`src/rtl/nx_ram_2rw_arb.sv`:
```
// Round-robin arbiter/sequencer sharing both ports of one nx_ram_2rw among NUM_REQ requesters.
// Define NX_RAM_ARB_INIT_EN to zero-fill the RAM after reset before accepting requests.
module nx_ram_2rw_arb #(
  parameter int unsigned NUM_REQ = 4,
  parameter int unsigned WIDTH   = 64,
  parameter int unsigned DEPTH   = 256,
  parameter int unsigned RAM_LAT = 2,
  localparam int unsigned AW = $clog2(DEPTH),
  localparam int unsigned IW = $clog2(NUM_REQ)
) (
  input  logic                     clk,
  input  logic                     rst_n,
  input  logic [NUM_REQ-1:0]       req_vld,
  input  logic [NUM_REQ-1:0]       req_wr,
  input  logic [NUM_REQ*AW-1:0]    req_addr,
  input  logic [NUM_REQ*WIDTH-1:0] req_wdata,
  output logic [NUM_REQ-1:0]       req_rdy,
  output logic                     rsp_a_vld,
  output logic [IW-1:0]            rsp_a_id,
  output logic [WIDTH-1:0]         rsp_a_data,
  output logic                     rsp_b_vld,
  output logic [IW-1:0]            rsp_b_id,
  output logic [WIDTH-1:0]         rsp_b_data,
  output logic                     init_done,
  output logic                     csa,
  output logic                     wea,
  output logic                     csb,
  output logic                     web,
  output logic [AW-1:0]            adda,
  output logic [AW-1:0]            addb,
  output logic [WIDTH-1:0]         dina,
  output logic [WIDTH-1:0]         dinb,
  output logic [WIDTH-1:0]         bwea,
  output logic [WIDTH-1:0]         bweb,
  input  logic [WIDTH-1:0]         douta,
  input  logic [WIDTH-1:0]         doutb
);

  localparam logic [0:0] ST_INIT = 1'b0;
  localparam logic [0:0] ST_RUN  = 1'b1;

  logic [0:0]    state_q, state_d;
  logic [IW-1:0] ptr_q, ptr_d;
  logic          run;

  logic [RAM_LAT-1:0]         a_vld_q, a_vld_d, b_vld_q, b_vld_d;
  logic [RAM_LAT-1:0][IW-1:0] a_id_q, a_id_d, b_id_q, b_id_d;

  logic [AW-1:0]    addr_arr  [NUM_REQ];
  logic [WIDTH-1:0] wdata_arr [NUM_REQ];

  logic          g0_vld, g1_hit, g1_vld;
  logic [IW-1:0] g0, g1;
  logic [IW:0]   idx;
  logic [IW:0]   nxt;

`ifdef NX_RAM_ARB_INIT_EN
  localparam int unsigned CW = AW + 2;
  logic [CW-1:0] cnt_q, cnt_d;
`endif

  assign run = (state_q == ST_RUN);

  // Unpack the flat request buses
  always_comb begin
    for (int i = 0; i < NUM_REQ; i++) begin
      addr_arr[i]  = req_addr[i*AW +: AW];
      wdata_arr[i] = req_wdata[i*WIDTH +: WIDTH];
    end
  end

  // Pick the first two valid requesters in rotating order starting at ptr
  always_comb begin
    g0_vld = 1'b0;
    g1_hit = 1'b0;
    g0     = '0;
    g1     = '0;
    idx    = '0;
    for (int k = 0; k < NUM_REQ; k++) begin
      idx = {1'b0, ptr_q} + (IW+1)'(k);
      if (idx >= (IW+1)'(NUM_REQ)) idx = idx - (IW+1)'(NUM_REQ);
      if (run && req_vld[idx[IW-1:0]]) begin
        if (!g0_vld) begin
          g0_vld = 1'b1;
          g0     = idx[IW-1:0];
        end else if (!g1_hit) begin
          g1_hit = 1'b1;
          g1     = idx[IW-1:0];
        end
      end
    end
    g1_vld = g1_hit && !((addr_arr[g0] == addr_arr[g1]) && (req_wr[g0] || req_wr[g1]));
  end

  // Pointer advances past the last granted requester
  always_comb begin
    ptr_d = ptr_q;
    nxt   = {1'b0, (g1_vld ? g1 : g0)} + (IW+1)'(1);
    if (nxt == (IW+1)'(NUM_REQ)) nxt = '0;
    if (g0_vld) ptr_d = nxt[IW-1:0];
  end

  // FSM next state and RAM port drive
  always_comb begin
    state_d = state_q;
    req_rdy = '0;
    csa     = 1'b0;
    wea     = 1'b0;
    adda    = '0;
    dina    = '0;
    csb     = 1'b0;
    web     = 1'b0;
    addb    = '0;
    dinb    = '0;
`ifdef NX_RAM_ARB_INIT_EN
    cnt_d   = cnt_q;
`endif
    case (state_q)
      ST_INIT: begin
`ifdef NX_RAM_ARB_INIT_EN
        csa   = 1'b1;
        wea   = 1'b1;
        adda  = cnt_q[AW-1:0];
        csb   = (cnt_q + CW'(1)) < CW'(DEPTH);
        web   = csb;
        addb  = AW'(cnt_q + CW'(1));
        cnt_d = cnt_q + CW'(2);
        if ((cnt_q + CW'(2)) >= CW'(DEPTH)) state_d = ST_RUN;
`else
        state_d = ST_RUN;
`endif
      end
      default: begin
        if (g0_vld) begin
          req_rdy[g0] = 1'b1;
          csa         = 1'b1;
          wea         = req_wr[g0];
          adda        = addr_arr[g0];
          dina        = wdata_arr[g0];
        end
        if (g1_vld) begin
          req_rdy[g1] = 1'b1;
          csb         = 1'b1;
          web         = req_wr[g1];
          addb        = addr_arr[g1];
          dinb        = wdata_arr[g1];
        end
      end
    endcase
  end

  // Read-return tracking: one {vld,id} stage per cycle of RAM latency
  always_comb begin
    a_vld_d    = '0;
    b_vld_d    = '0;
    a_id_d     = '0;
    b_id_d     = '0;
    a_vld_d[0] = g0_vld && !req_wr[g0];
    a_id_d[0]  = g0;
    b_vld_d[0] = g1_vld && !req_wr[g1];
    b_id_d[0]  = g1;
    for (int i = 1; i < RAM_LAT; i++) begin
      a_vld_d[i] = a_vld_q[i-1];
      a_id_d[i]  = a_id_q[i-1];
      b_vld_d[i] = b_vld_q[i-1];
      b_id_d[i]  = b_id_q[i-1];
    end
  end

  always_ff @(posedge clk or negedge rst_n) begin
    if (!rst_n) begin
      state_q <= ST_INIT;
      ptr_q   <= '0;
      a_vld_q <= '0;
      a_id_q  <= '0;
      b_vld_q <= '0;
      b_id_q  <= '0;
`ifdef NX_RAM_ARB_INIT_EN
      cnt_q   <= '0;
`endif
    end else begin
      state_q <= state_d;
      ptr_q   <= ptr_d;
      a_vld_q <= a_vld_d;
      a_id_q  <= a_id_d;
      b_vld_q <= b_vld_d;
      b_id_q  <= b_id_d;
`ifdef NX_RAM_ARB_INIT_EN
      cnt_q   <= cnt_d;
`endif
    end
  end

  assign init_done  = state_q;
  assign rsp_a_vld  = a_vld_q[RAM_LAT-1];
  assign rsp_a_id   = a_id_q[RAM_LAT-1];
  assign rsp_a_data = douta;
  assign rsp_b_vld  = b_vld_q[RAM_LAT-1];
  assign rsp_b_id   = b_id_q[RAM_LAT-1];
  assign rsp_b_data = doutb;
  assign bwea       = {WIDTH{1'b1}};
  assign bweb       = {WIDTH{1'b1}};

endmodule

```
`config.mk`:
```
export PLATFORM = sky130hd
export DESIGN_NAME = nx_ram_2rw_arb
export DESIGN_NICKNAME = d
export VERILOG_FILES = /design/src/rtl/nx_ram_2rw_arb.sv
export SDC_FILE = /design/constraint.sdc
export NUM_CORES = 1
export LEC_CHECK = 0
export BUFFER_PORTS_ARGS = -buffer_cell sky130_fd_sc_hd__buf_2
export CORE_AREA = 2 2 326 328
export DETAILED_ROUTE_END_ITERATION = 8
export DIE_AREA = 0 0 328 330
export PLACE_DENSITY = 0.3
export SETUP_SLACK_MARGIN = 0.5
export SLEW_MARGIN = 20
export SYNTH_ARGS = -nofsm -noshare
export SYNTH_HDL_FRONTEND = slang
export SYNTH_SLANG_ARGS = --single-unit
```
`constraint.sdc`:
```
create_clock -name clk -period 6 [get_ports clk]
set_input_delay 0.6 -clock clk [delete_from_list [all_inputs] [get_ports clk]]
set_output_delay 0.6 -clock clk [all_outputs]
set_load 0.01 [all_outputs]
```
**After elaboration in Yosys (flattened, before gate mapping)**

Index checks and enable logic that the tools add are counted.

- Register bits after elaboration: 15
- Input port bits: 426
- Output and inout bits: 415
- Word-level logic and storage cells: 128

- Add/subtract/negate cells: 8
- Order comparisons: 14
- Eq/ne operators: 2
- Muxes and demuxes: 79
- Bitwise logic cells: 3
- Reductions and logical operators: 14

Operators by type and width:

| operator | count |
|---|---|
| $mux W64 | 8 |
| $bmux W64 S2 | 2 |
| $mux W8 | 8 |
| $mux W2 | 21 |
| $bmux W8 S2 | 2 |
| $mux W1 | 26 |
| $lt A2 B3 Y1 const B | 6 |
| $mux W4 | 4 |
| $ge A3 B3 Y1 const B | 5 |
| $bmux W1 S2 | 6 |
| $logic_and A1 B1 Y1 | 10 |
| $eq A8 B8 Y1 | 1 |
| $sub A2 B1 Y2 const B | 4 |
| $add A2 B1 Y3 const B | 2 |
| $add A2 B2 Y3 const B | 2 |
| $not A2 Y3 | 2 |
| $demux W1 S2 | 2 |
| $ge A2 B1 Y1 const B | 2 |
| $or A4 B4 Y4 | 1 |
| $eq A3 B3 Y1 const B | 1 |
| $ge A2 B3 Y1 const B | 1 |
| $logic_not A1 Y1 | 3 |
| $logic_or A1 B1 Y1 | 1 |

**Depth between registers and ports, before layout**

- Depth after elaboration: 26
- Depth in mapped cells: 18
- Depth with buffers taken out: 16

**Worst setup path after synthesis**

No wires, ideal clock.

- Kind: input -> output
- Start: input port req_vld[3]
- End: output port req_rdy[1]
- Arrival time: 3.835 ns
- Data required time: 5.400 ns
- Path slack: 1.565 ns
- Cell stages on the path: 16
- Path buffers: 3
- Cells stage by stage: clkbuf_1 -> mux2_2 -> nand3_1 -> o21ai_1 -> ha_1 -> mux2_2 -> o211ai_2 -> o31a_1 -> buf_4 -> mux2_2 -> and3_1 -> nor4b_2 -> nand4_1 -> o21ai_4 -> buf_2 -> o32ai_1

- Cells in the longest elaborated chain, start to end: 22
- Elaborated cells on any way between the ends: 69
- Those cells by class: order compare: 4; eq/ne: 1; mux: 51; bitwise: 3; reduce/logical: 10

RTL lines:

| item | line | RTL |
|---|---|---|
| start, declared | 13 | `input logic [NUM_REQ-1:0] req_vld,` |
| $bmux W1 S2 | 82 | `if (run && req_vld[idx[IW-1:0]]) begin` |
| $mux W1 (implied by the code) | 82 |  |
| $logic_and A1 B1 Y1 | 82 |  |
| $mux W1 | 82 |  |
| $mux W2 or $mux W1 (tied branches) | 83 | `if (!g0_vld) begin` |
| $mux W2 or $mux W1 (tied branches) | 82 |  |
| $mux W2 | 86 | `end else if (!g1_hit) begin` |
| $mux W2 | 83 |  |
| [5 not listed] | - |  |
| $bmux W8 S2 | 92 | `g1_vld = g1_hit && !((addr_arr[g0] == addr_arr[g1]) && (req_wr[g0] \|\| req_wr[g1]));` |
| $mux W8 (implied by the code) (2 in series) | 92 |  |
| $eq A8 B8 Y1 | 92 |  |
| $logic_and A1 B1 Y1 | 92 |  |
| $logic_not A1 Y1 | 92 |  |
| $logic_and A1 B1 Y1 | 92 |  |
| $mux W4 (*) | 141 | `if (g1_vld) begin` |
| $mux W4 (*) | 118 | `case (state_q)` |
| end, declared | 17 | `output logic [NUM_REQ-1:0] req_rdy,` |

Mark *: on every way between the ends. The rest lies on a longest branch, timed or not. The select of a mux whose other input is x is not followed.

**Worst setup path in the final report**

- Start: register ptr_q[0]
- End: output port dinb[42]

- Cells in the longest elaborated chain, start to end: 24
- Elaborated cells on any way between the ends: 73
- Those cells by class: add/sub: 7; order compare: 4; eq/ne: 1; mux: 51; bitwise: 2; reduce/logical: 8

RTL lines:

| item | line | RTL |
|---|---|---|
| start, declared | 43 | `logic [IW-1:0] ptr_q, ptr_d;` |
| start signal, assigned | 183 | `ptr_q <= ptr_d;` |
| branches (longest 22 deep; another with $add A2 B1 Y3) | - |  |
| $mux W64 (*) | 141 |  |
| $mux W64 (*) | 118 |  |
| end, declared | 32 | `output logic [WIDTH-1:0] dinb,` |

Mark *: on every way between the ends. The select of a mux whose other input is x is not followed.

==> impl_metrics.json <==
{
  "rows": 119,
  "vias_per_cell": 3.23,
  "design_area_sq_um": 10600,
  "multiInputGateArea_sq_um": 5810,
  "startpoint_type": "flop",
  "num_vias": 8439,
  "pre_cts_slack_ns": 0.549,
  "outcome": "finished clean",
  "grt_max_degree": 101,
  "slew_viol_final": 0,
  "h-tree-depth": 1,
  "grtUsageTotal_pct": 8.85,
  "netlist_instances": 945,
  "r2r_start": "ptr_q[0]",
  "p_leak_nw": 4.37,
  "ys_top_cells_by_area": "buf_4 24%, mux4_2 18%, a211oi_1 12%",
  "seqPwrFrac_pct": 4.5,
  "cts_tree": "built",
  "initial_core_util_pct": 7.61,
  "grt_first_pass_wirelength_mm": 68.5,
  "p_sw_share_pct": 57.2,
  "synth_seq_area_share_pct": 4.71,
  "syn_to_final_growth_pct": 32.8,
  "total_power_w": 0.00394,
  "hold_viol_final": 0,
  "timing.fmax_ghz": 0.194,
  "firstDrtPassIters": 5,
  "p_comb_share_pct": 92.3,
  "seqCellArea_sq_um": 379,
  "ctsRootBufferMaster": "clkbuf_16",
  "p_switching_w": 0.00226,
  "wirelength_mm": 51.3,
  "synth_top_area_share_pct": 24.4,
  "cts_sinks": 15,
  "finalSetupViolCount": 0,
  "cts_buffer_depth": 2,
  "rsz0062_at_grt": "false",
  "grt_overflow_total": 0,
  "critical_path_class": "reg -> out",
  "cts_buffers": 3,
  "fp.dieH_um": 330,
  "drt_first_iter_violations": 425,
  "ys_ff_latch": 15,
  "synth-main-ff-cell": "dfrtp_1",
  "synth_cell_types": 67,
  "critPathMaxFanout": 40,
  "setup_ws_ns": 0.833,
  "synthArstFlopShare_pct": 100,
  "layout.nets": 1650,
  "endpoint_kind": "primary output",
  "synth.avg_cell_area_sq_um": 8.43,
  "antenna_found_initial": 26,
  "vdd_drop_max_uv": 281,
  "yosys_warnings": 0,
  "n_fill_cell": 12300,
  "pin_count": 841,
  "port-buffer-count": 456,
  "critPathArrivalTime_ns": 4.57,
  "finClkSkew_ns": 0.00124,
  "final_cell_mix": "456 x buf_2, 138 x and2_1, 130 x a211oi_1",
  "drcViolationCount": 0,
  "die_w_um": 328,
  "clock_power_share_pct": 3.2,
  "period_share_pct": 86.1,
  "grt_pass1_vias": 8495,
  "die_area_sq_um": 108000,
  "clk_pin_slew_ns": 0.05,
  "synth_edf_count": 0,
  "synth_largest_area_cell": "buf_4",
  "coreArea_sq_um": 105000,
  "p_per_area_nw_per_um2": 373,
  "clk_latency_ns": 0.24,
  "ant_nets": 0,
  "tightest_slew_ns": 0.975,
  "fin_setup_tns_ns": 0,
  "p_int_w": 0.00169,
  "place_congestion": 0.816,
  "crit_path_start": "ptr_q[0]",
  "relSlewSlack_pct": 35.0,
  "cts_setup_buffers": 0,
  "route.detailed.wl_per_inst_um": 19.6,
  "cap_violations": 0,
  "final_common_cell": "buf_2",
  "drive_gt1_share_pct": 47.3,
  "period_minus_slack_ns": 5.17,
  "hold_class": "in -> async",
  "cp.required_ns": 5.40,
  "place_hpwl_mm": 43.0,
  "dpl-instance-area_sq_um": 10500,
  "syn_area_sq_um": 7970
}
layout make-up:
class	instances	share of cell area (%)
repair buffers	479	23.8
multi-input cells	712	54.9
diodes	3	0.0709
clock buffers	4	0.745
well taps	1391	16.4
inverters	11	0.485
flip-flops and latches	15	3.58
power groups by stage:
stage	Combinational [W]	Clock, W	Sequential [W]
after floorplan	0.00234	0	0.000154
after global placement	0.00376	0	0.000181
after detailed placement	0.00370	0	0.000179
after CTS	0.00372	0.000131	0.000178
after global routing	0.00395	0.000135	0.000184
final	0.00364	0.000127	0.000178
final timing paths:
check,to,slack [ns],depth (start not counted)
min in group clk,rsp_a_id[1],0.35,0
min,a_id_d[3],0.27,1
max,dinb[42],0.83,16
max in group asynchronous,init_done,5.44,1
max reg2reg,ptr_q[1],1.76,15
min reg2reg,rsp_a_id[1],0.35,0
logic make-up (layout without fill, tap and decap cells):
group           Yosys count  count (layout)  share of synthesized area (%)
buf+inv                 346             494                           28.9
simple gates            223             223                           16.3
compound gates          185             185                           17.7
mux                     165             165                           31.2
flops                    15              15                           4.71
xor+xnor                  8               8                          0.880
fa+ha+maj                 2               2                          0.314
other cells               1             132                         0.0471
worst max-delay path, cell delays in order (launching register included):
cell and delay, ns:
dfrtp_2 0.56, mux2_4 0.34, nand2_1 0.20, o21ai_1 0.15, ha_1 0.30, mux2_2 0.16
nor2b_1 0.05, o31a_4 0.39, buf_4 0.21, and3_1 0.18, a311oi_1 0.37, xor2_1 0.15
or3_1 0.40, o21ai_4 0.24, buf_12 0.25, a211oi_1 0.09, buf_2 0.18
layer usage:
layer	GRT usage, %	part of all wire [%]	routed length (um)	vias up
met1	10.9	40	20700	4089
li1	-	-	-	3643
met3	2.10	8.7	4450	114
met2	15.1	47	24300	585
met4	2.95	3.6	1830	8
met5	0	0.11	55	-
synthesized netlist by cell type, types with 8 or more instances:
cell type,instances
and2_1,138
mux2i_1,89
nand2_1,22
buf_1,10
inv_1,8
nor2_1,19
dfrtp_1,15
buf_2,20
buf_4,259
nand3_1,18
and3_1,9
mux4_2,64
a21oi_1,11
a211oi_1,131
clkbuf_1,46
mux2_2,9
repair_timing:
item / 4_1_cts / 5_1_grt
endpoints found under the setup margin: 1 / 75
hold buffers: 0 / 0
gates resized for setup: 2 / 4
state kept, by name (all words and copies together), names as in the netlist:
| name | flops |
|---|---|
| a_id_d | 2 |
| a_vld_q | 2 |
| b_id_d | 2 |
| b_vld_q | 2 |
| init_done | 1 |
| ptr_q | 2 |
| rsp_a_id | 2 |
| rsp_b_id | 2 |
through the flow:
stage	hold slack (ns)	std cells	utilization, %
2_1_floorplan	0.304	1073	-
3_3_place_gp	0.332	2608	10.0
3_5_place_dp	0.336	2608	10.0
4_1_cts	0.285	2612	10.1
5_1_grt	0.304	2612	10.1
6_report	0.271	2615	10.1
No activity file was read; power rests on OpenSTA's default activity.
